`src/rtl/muldiv_unit.sv`:
```
// Iterative 32-bit multiply/divide unit with HI/LO registers.
// Shift-add multiply, restoring divide; 33-cycle busy window per operation.
module muldiv_unit (
    input  logic        clk,
    input  logic        reset,
    input  logic        startE,
    input  logic [1:0]  opE,
    input  logic [31:0] srcaE,
    input  logic [31:0] srcbE,
    input  logic        hienE,
    input  logic        loenE,
    input  logic        hiloselE,
    output logic [31:0] hiloE,
    output logic        busyE,
    output logic        doneE
);

    typedef enum logic [1:0] {IDLE, ITER, FIXUP, DONE} state_t;

    state_t      state_q, state_d;
    logic [4:0]  cnt_q, cnt_d;
    logic [63:0] acc_q, acc_d;
    logic [31:0] opnd_q, opnd_d;
    logic [31:0] hi_q, hi_d;
    logic [31:0] lo_q, lo_d;
    logic        div_q, div_d;
    logic        neg_q, neg_d;
    logic        negr_q, negr_d;

    logic        sign_op, a_neg, b_neg, b_zero;
    logic [31:0] a_mag, b_mag;
    logic [32:0] mul_sum;
    logic [32:0] div_sh, div_diff;
    logic [63:0] prod;
    logic [31:0] quo, rem;

    assign busyE = (state_q == ITER) || (state_q == FIXUP);
    assign doneE = (state_q == DONE);
    assign hiloE = hiloselE ? hi_q : lo_q;

    always_comb begin
        sign_op  = ~opE[0];
        a_neg    = sign_op & srcaE[31];
        b_neg    = sign_op & srcbE[31];
        a_mag    = a_neg ? -srcaE : srcaE;
        b_mag    = b_neg ? -srcbE : srcbE;
        b_zero   = (srcbE == 32'd0);

        mul_sum  = {1'b0, acc_q[63:32]} + (acc_q[0] ? {1'b0, opnd_q} : 33'd0);
        div_sh   = acc_q[63:31];
        div_diff = div_sh - {1'b0, opnd_q};

        prod     = neg_q ? -acc_q : acc_q;
        quo      = neg_q ? -acc_q[31:0] : acc_q[31:0];
        rem      = negr_q ? -acc_q[63:32] : acc_q[63:32];
    end

    always_comb begin
        state_d = state_q;
        cnt_d   = cnt_q;
        acc_d   = acc_q;
        opnd_d  = opnd_q;
        hi_d    = hi_q;
        lo_d    = lo_q;
        div_d   = div_q;
        neg_d   = neg_q;
        negr_d  = negr_q;

        unique case (state_q)
            IDLE, DONE: begin
                state_d = IDLE;
                if (startE) begin
                    state_d = ITER;
                    cnt_d   = 5'd0;
                    div_d   = opE[1];
                    opnd_d  = opE[1] ? b_mag : a_mag;
                    acc_d   = {32'd0, opE[1] ? a_mag : b_mag};
                    // A zero divisor keeps the all-ones quotient unsigned
                    neg_d   = (a_neg ^ b_neg) & ~(opE[1] & b_zero);
                    negr_d  = opE[1] & a_neg;
                end else begin
                    if (hienE) hi_d = srcaE;
                    if (loenE) lo_d = srcaE;
                end
            end
            ITER: begin
                cnt_d = cnt_q + 5'd1;
                if (cnt_q == 5'd31) state_d = FIXUP;
                if (!div_q)
                    acc_d = {mul_sum, acc_q[31:1]};
                else if (div_diff[32])
                    acc_d = {div_sh[31:0], acc_q[30:0], 1'b0};
                else
                    acc_d = {div_diff[31:0], acc_q[30:0], 1'b1};
            end
            FIXUP: begin
                state_d = DONE;
                if (div_q) begin
                    hi_d = rem;
                    lo_d = quo;
                end else begin
                    hi_d = prod[63:32];
                    lo_d = prod[31:0];
                end
            end
            default: state_d = IDLE;
        endcase
    end

    always_ff @(posedge clk or posedge reset) begin
        if (reset) begin
            state_q <= IDLE;
            cnt_q   <= 5'd0;
            acc_q   <= 64'd0;
            opnd_q  <= 32'd0;
            hi_q    <= 32'd0;
            lo_q    <= 32'd0;
            div_q   <= 1'b0;
            neg_q   <= 1'b0;
            negr_q  <= 1'b0;
        end else begin
            state_q <= state_d;
            cnt_q   <= cnt_d;
            acc_q   <= acc_d;
            opnd_q  <= opnd_d;
            hi_q    <= hi_d;
            lo_q    <= lo_d;
            div_q   <= div_d;
            neg_q   <= neg_d;
            negr_q  <= negr_d;
        end
    end

endmodule

```
`config.mk`:
```
export PLATFORM = sky130hd
export DESIGN_NAME = muldiv_unit
export DESIGN_NICKNAME = d
export VERILOG_FILES = /design/src/rtl/muldiv_unit.sv
export SDC_FILE = /design/constraint.sdc
export NUM_CORES = 1
export LEC_CHECK = 0
export ABC_CLOCK_PERIOD_IN_PS = 12500
export CORE_ASPECT_RATIO = 1.1
export CORE_MARGIN = 2
export CORE_UTILIZATION = 25
export DETAILED_ROUTE_END_ITERATION = 8
export PLACE_DENSITY = 0.37
export RECOVER_POWER = 50
export SYNTH_ARGS = -nofsm -noshare
export SYNTH_HDL_FRONTEND = slang
export SYNTH_SLANG_ARGS = --single-unit
```
`constraint.sdc`:
```
create_clock -name clk -period 12.5 [get_ports clk]
set_input_delay 3.125 -clock clk [delete_from_list [all_inputs] [get_ports clk]]
set_output_delay 3.125 -clock clk [all_outputs]
set_load 0.02 [all_outputs]
```
Word-level counts from Yosys, hierarchy flattened --
Index checks and enable logic that the tools add are counted.
Cells by class: multipliers 0, equality and inequality tests 9, reduce and logical (&&, ||, !) cells 10, $lt $le $gt $ge 0, muxes and demuxes 26, shift operators 0, bitwise gates (word level) 8, $add $sub $neg 8, div/mod/pow operators 0
Operators with widths (number):
- $mux 32 | 14
- $mux 64 | 4
- $neg 32->32 | 4
- $pmux 32 s2 | 2
- $pmux 64 s2 | 1
- $neg 64->64 | 1
- $add 32x32->33 | 1
- $sub 33x32->33 | 1
- $logic_not 32->1 | 1
- $pmux 5 s2 | 1
- $ne 2x2->1 const B | 4
- $pmux 2 s3 | 1
- $reduce_and 3->1 | 2
- $add 5x1->5 const B | 1
- $and 1x1->1 | 5
- $eq 5x5->1 const B | 1
- $mux 5 | 1
- $eq 2x2->1 const B | 2
- $reduce_and 2->1 | 2
- $reduce_bool 2->1 | 2
- $eq 2x1->1 const B | 1
- $logic_not 2->1 | 1
- $mux 2 | 1
- $ne 2x1->1 const B | 1
- 5 further kinds | 6
Word-level totals: ROM bits 0, flip-flop bits (word level) 170, input port bits 72, latch bits 0, logic and storage cells 70, bits in writable memories 0, memories kept 0

Logic depth before layout (Yosys ltp) --
word-level depth 6, gate-level depth with buffers 14

Worst setup path after synthesis --
Ideal clock, no wire load.
path type input -> output, start input port hiloselE, end output port hiloE[10], required time 9375 ps, stages 3, arrival time 4069 ps, slack 5306 ps, path through clkbuf_1 > buf_1 > mux2_2
On the way: longest elaborated chain between the ends 1
RTL lines:
- start: declaration | RTL line 12 | input logic hiloselE,
- $mux 32 | RTL line 39 | assign hiloE = hiloselE ? hi_q : lo_q;
- end: declaration | RTL line 13 | output logic [31:0] hiloE,
Every way passes these cells.

==> out/qor.yml <==
status: "finished with violations"
failed_checks: "max-capacitance violations, max-slew violations"
first_global_vias: 13800
post-place-ws_ns: 4.461
synth.distinct_cells: 78
grt_pass1_wl_um: 89650
instance_count_after_placement_with_tap_cells_included: 2752
min_delay_path_depth: 2
cts_sinks: 170
final_common_cell: "nor2_1"
critPathMaxFanout: 60
worstSetupEndpointType: "asynchronous set/reset pin"
wl_per_cell_um: 21.40
pin_count_of_the_biggest_net_entering_global_routing: 94
ys_warn_count: 0
timing.final.max_slew_violations: 387
critical_path_start_end_classification: "in -> async"
die_h_um: 263.2
number_of_vias_in_the_routed_layout: 14110
cts_post_setup_buffers_inserted: 0
ys_ff_latch: 170
io_pins: 106
timing.reg2reg.worst_path_depth: 7
finalClockSkew_ns: 0.01613
synth_cells: 1917
drt_drc_violations_left: 0
routed_wirelength_um: 59610
finish.instance_area_sq_mm: 0.01769
multiInputGateArea_sq_mm: 0.01035
crit_arrival_ns: 7.93
number_of_enable_flip_flop_cells_after_synthesis: 0
synth-async-reset-ratio_pct: 100.0
synthToLayoutAreaGrowth_pct: 15.87
clock_tree_from_tritoncts: "yes"
post-route-worst-setup-slack_ns: 4.406
cts.htree.levels: 4
tightest_slew_ns: 4.320
timing.hold.worst.class: "reg -> reg"
min_period_ns: 8.094
clk_latency_ns: 0.48
placement_rows: 95
cts-resized-gates: 0
timing.critical_path.required_ns: 12.34
layout.area.seq_sq_mm: 0.004255
fillers: 6535
achievable-frequency_ghz: 0.1236
dominantRegCellSynth: "dfrtp_1"
fin_total_pwr_mw: 5.191
floorplan.initialDensity_pct: 25.14
finish.cell_count_without_fillers: 2785
drv.max_cap_violation_count: 7
hold-worst-slack_ns: 0.4735
cts_buffer_depth: 2
core_sq_mm: 0.06074
timing.max_slew.rel_slack_pct: -191.0
detail_route.iter0.violations: 848
final_cell_mix: "nor2_1, o21ai_0, dfrtp_1, nand2_1, a21oi_1"
ctsHoldBuffers: 0
worstHoldEndpoint: "hi_q[27]$_DFFE_PP0P_"
maximum_vdd_drop_uv: 122.7
crit-reg2reg-capture: "acc_q[15]$_DFFE_PP0P_"
timing_hold_violations_final: 0
nNetsFinal: 2094
power.density_cell_area_mw_per_mm2: 293.4
fin_tns_setup_ns: 0
chipWidth_um: 239.6
place.detailed.hpwl_um: 46760
clkSlewWorstSetupHoldPaths_ns: 0.07
startpoint_type: "input port"
final_layout_size_suffix_gt1_share_pct: 6.939
ant_nets: 0
rsz_0062_raised_after_global_routing: "false"
overflow: 0
synth-seq-area-share_pct: 27.86
power_leakage_nw: 7.409
buffer_ports.inserted: 105
reg2reg_from: "state_q[0]$_DFFE_PP0P_"
min-delay-start: "hi_q[27]$_DFFE_PP0P_"
antenna_found_initial: 1
setup_viol: 0
syn-cell-area_sq_mm: 0.01527
synth_nets: 2064
share_of_the_clock_period_used_by_the_worst_path_after_layout_pct: 64.75
syn_area_per_cell_sq_um: 7.965
r2r_slack_ns: 7.27
clk_root_buffer_cell: "clkbuf_16"
cts_inserted_buffers: 17
firstDrtPassIters: 5
final_util_pct: 29.13
globalRouteTotalUtil_pct: 18.79
design.die.area_sq_mm: 0.06307
postPlaceCellArea_sq_mm: 0.01711
post_drt_via_cell_ratio: 5.065
finalWeightedCongestion: 0.8331
-- cell families after synthesis --
| group | after synthesis | synth area share [%] |
|---|---|---|
| compound gates | 632 | 25.83 |
| simple gates | 575 | 17.73 |
| buf+inv | 180 | 4.597 |
| flops | 170 | 27.86 |
| xor+xnor | 168 | 9.636 |
| mux | 117 | 8.104 |
| fa+ha+maj | 75 | 6.244 |
-- cell type report --
cell class	instances	share of cell area [%]
sequential	170	24.05
multi-input combinational	1567	58.52
antenna	1	0.01414
inverter	66	1.407
clock inverter	14	1.025
clock buffer	18	2.482
timing repair buffer	125	6.669
tap	824	5.827
-- synthesized netlist by cell type (all sizes together), types with 17 or more instances --
cell | instances | area, sq um
a211oi | 51 | 382.9
a21o | 50 | 375.4
a21oi | 163 | 815.8
a22oi | 30 | 225.2
buf | 26 | 123.9
clkbuf | 88 | 330.3
dfrtp | 170 | 4254
ha | 73 | 913.4
inv | 65 | 244.0
mux2 | 53 | 596.8
mux2i | 64 | 640.6
nand2 | 168 | 633.1
nand3 | 24 | 120.1
nor2 | 207 | 777.0
nor2b | 18 | 112.6
nor3 | 30 | 161.4
nor4 | 24 | 162.7
o21ai | 196 | 980.9
o31ai | 37 | 287.8
or3 | 17 | 116.4
or4 | 20 | 157.7
xnor2 | 85 | 744.5
xor2 | 83 | 727.0
-- sequential cells by signal, summed over array words and instances, names as in the netlist --
signal,count
acc_q,64
cnt_q,5
div_q,1
hi_q,32
lo_q,32
neg_q,1
negr_q,1
opnd_q,32
state_q,2
-- power by group --
part | internal, mW | switching [mW] | leakage, nW
Clock | 0.325 | 0.270 | 0.304
Combinational | 1.34 | 2.13 | 4.99
Sequential | 0.810 | 0.320 | 2.11
-- worst max-delay path, cell delays in order --
cell and delay (ns):
dlygate4sd3_1 0.54, clkinvlp_2 1.73, clkbuf_1 2.43
-- worst max-delay path by stage --
stage	to	from	slack, ns	cells after the start
after CTS	hiloE[27]	hiloselE	4.45	4
final	opnd_q[4]$_DFFE_PP0P_	reset	4.41	3
after floorplan	acc_q[0]$_DFFE_PP0P_	reset	4.77	1
after global placement	hiloE[15]	hiloselE	4.51	4
after global routing	acc_q[35]$_DFFE_PP0P_	reset	3.43	3
after detailed placement	hiloE[27]	hiloselE	4.46	4
-- per-layer routing --
layer | track usage, % | vias up | routed length (um)
met5 | 0 | - | 0
met4 | 4.645 | 0 | 993
met3 | 1.762 | 47 | 2033
met2 | 29.82 | 300 | 26790
met1 | 27.23 | 6737 | 29790
li1 | - | 7023 | -
Note: power is estimated with default switching activity, not from simulation.
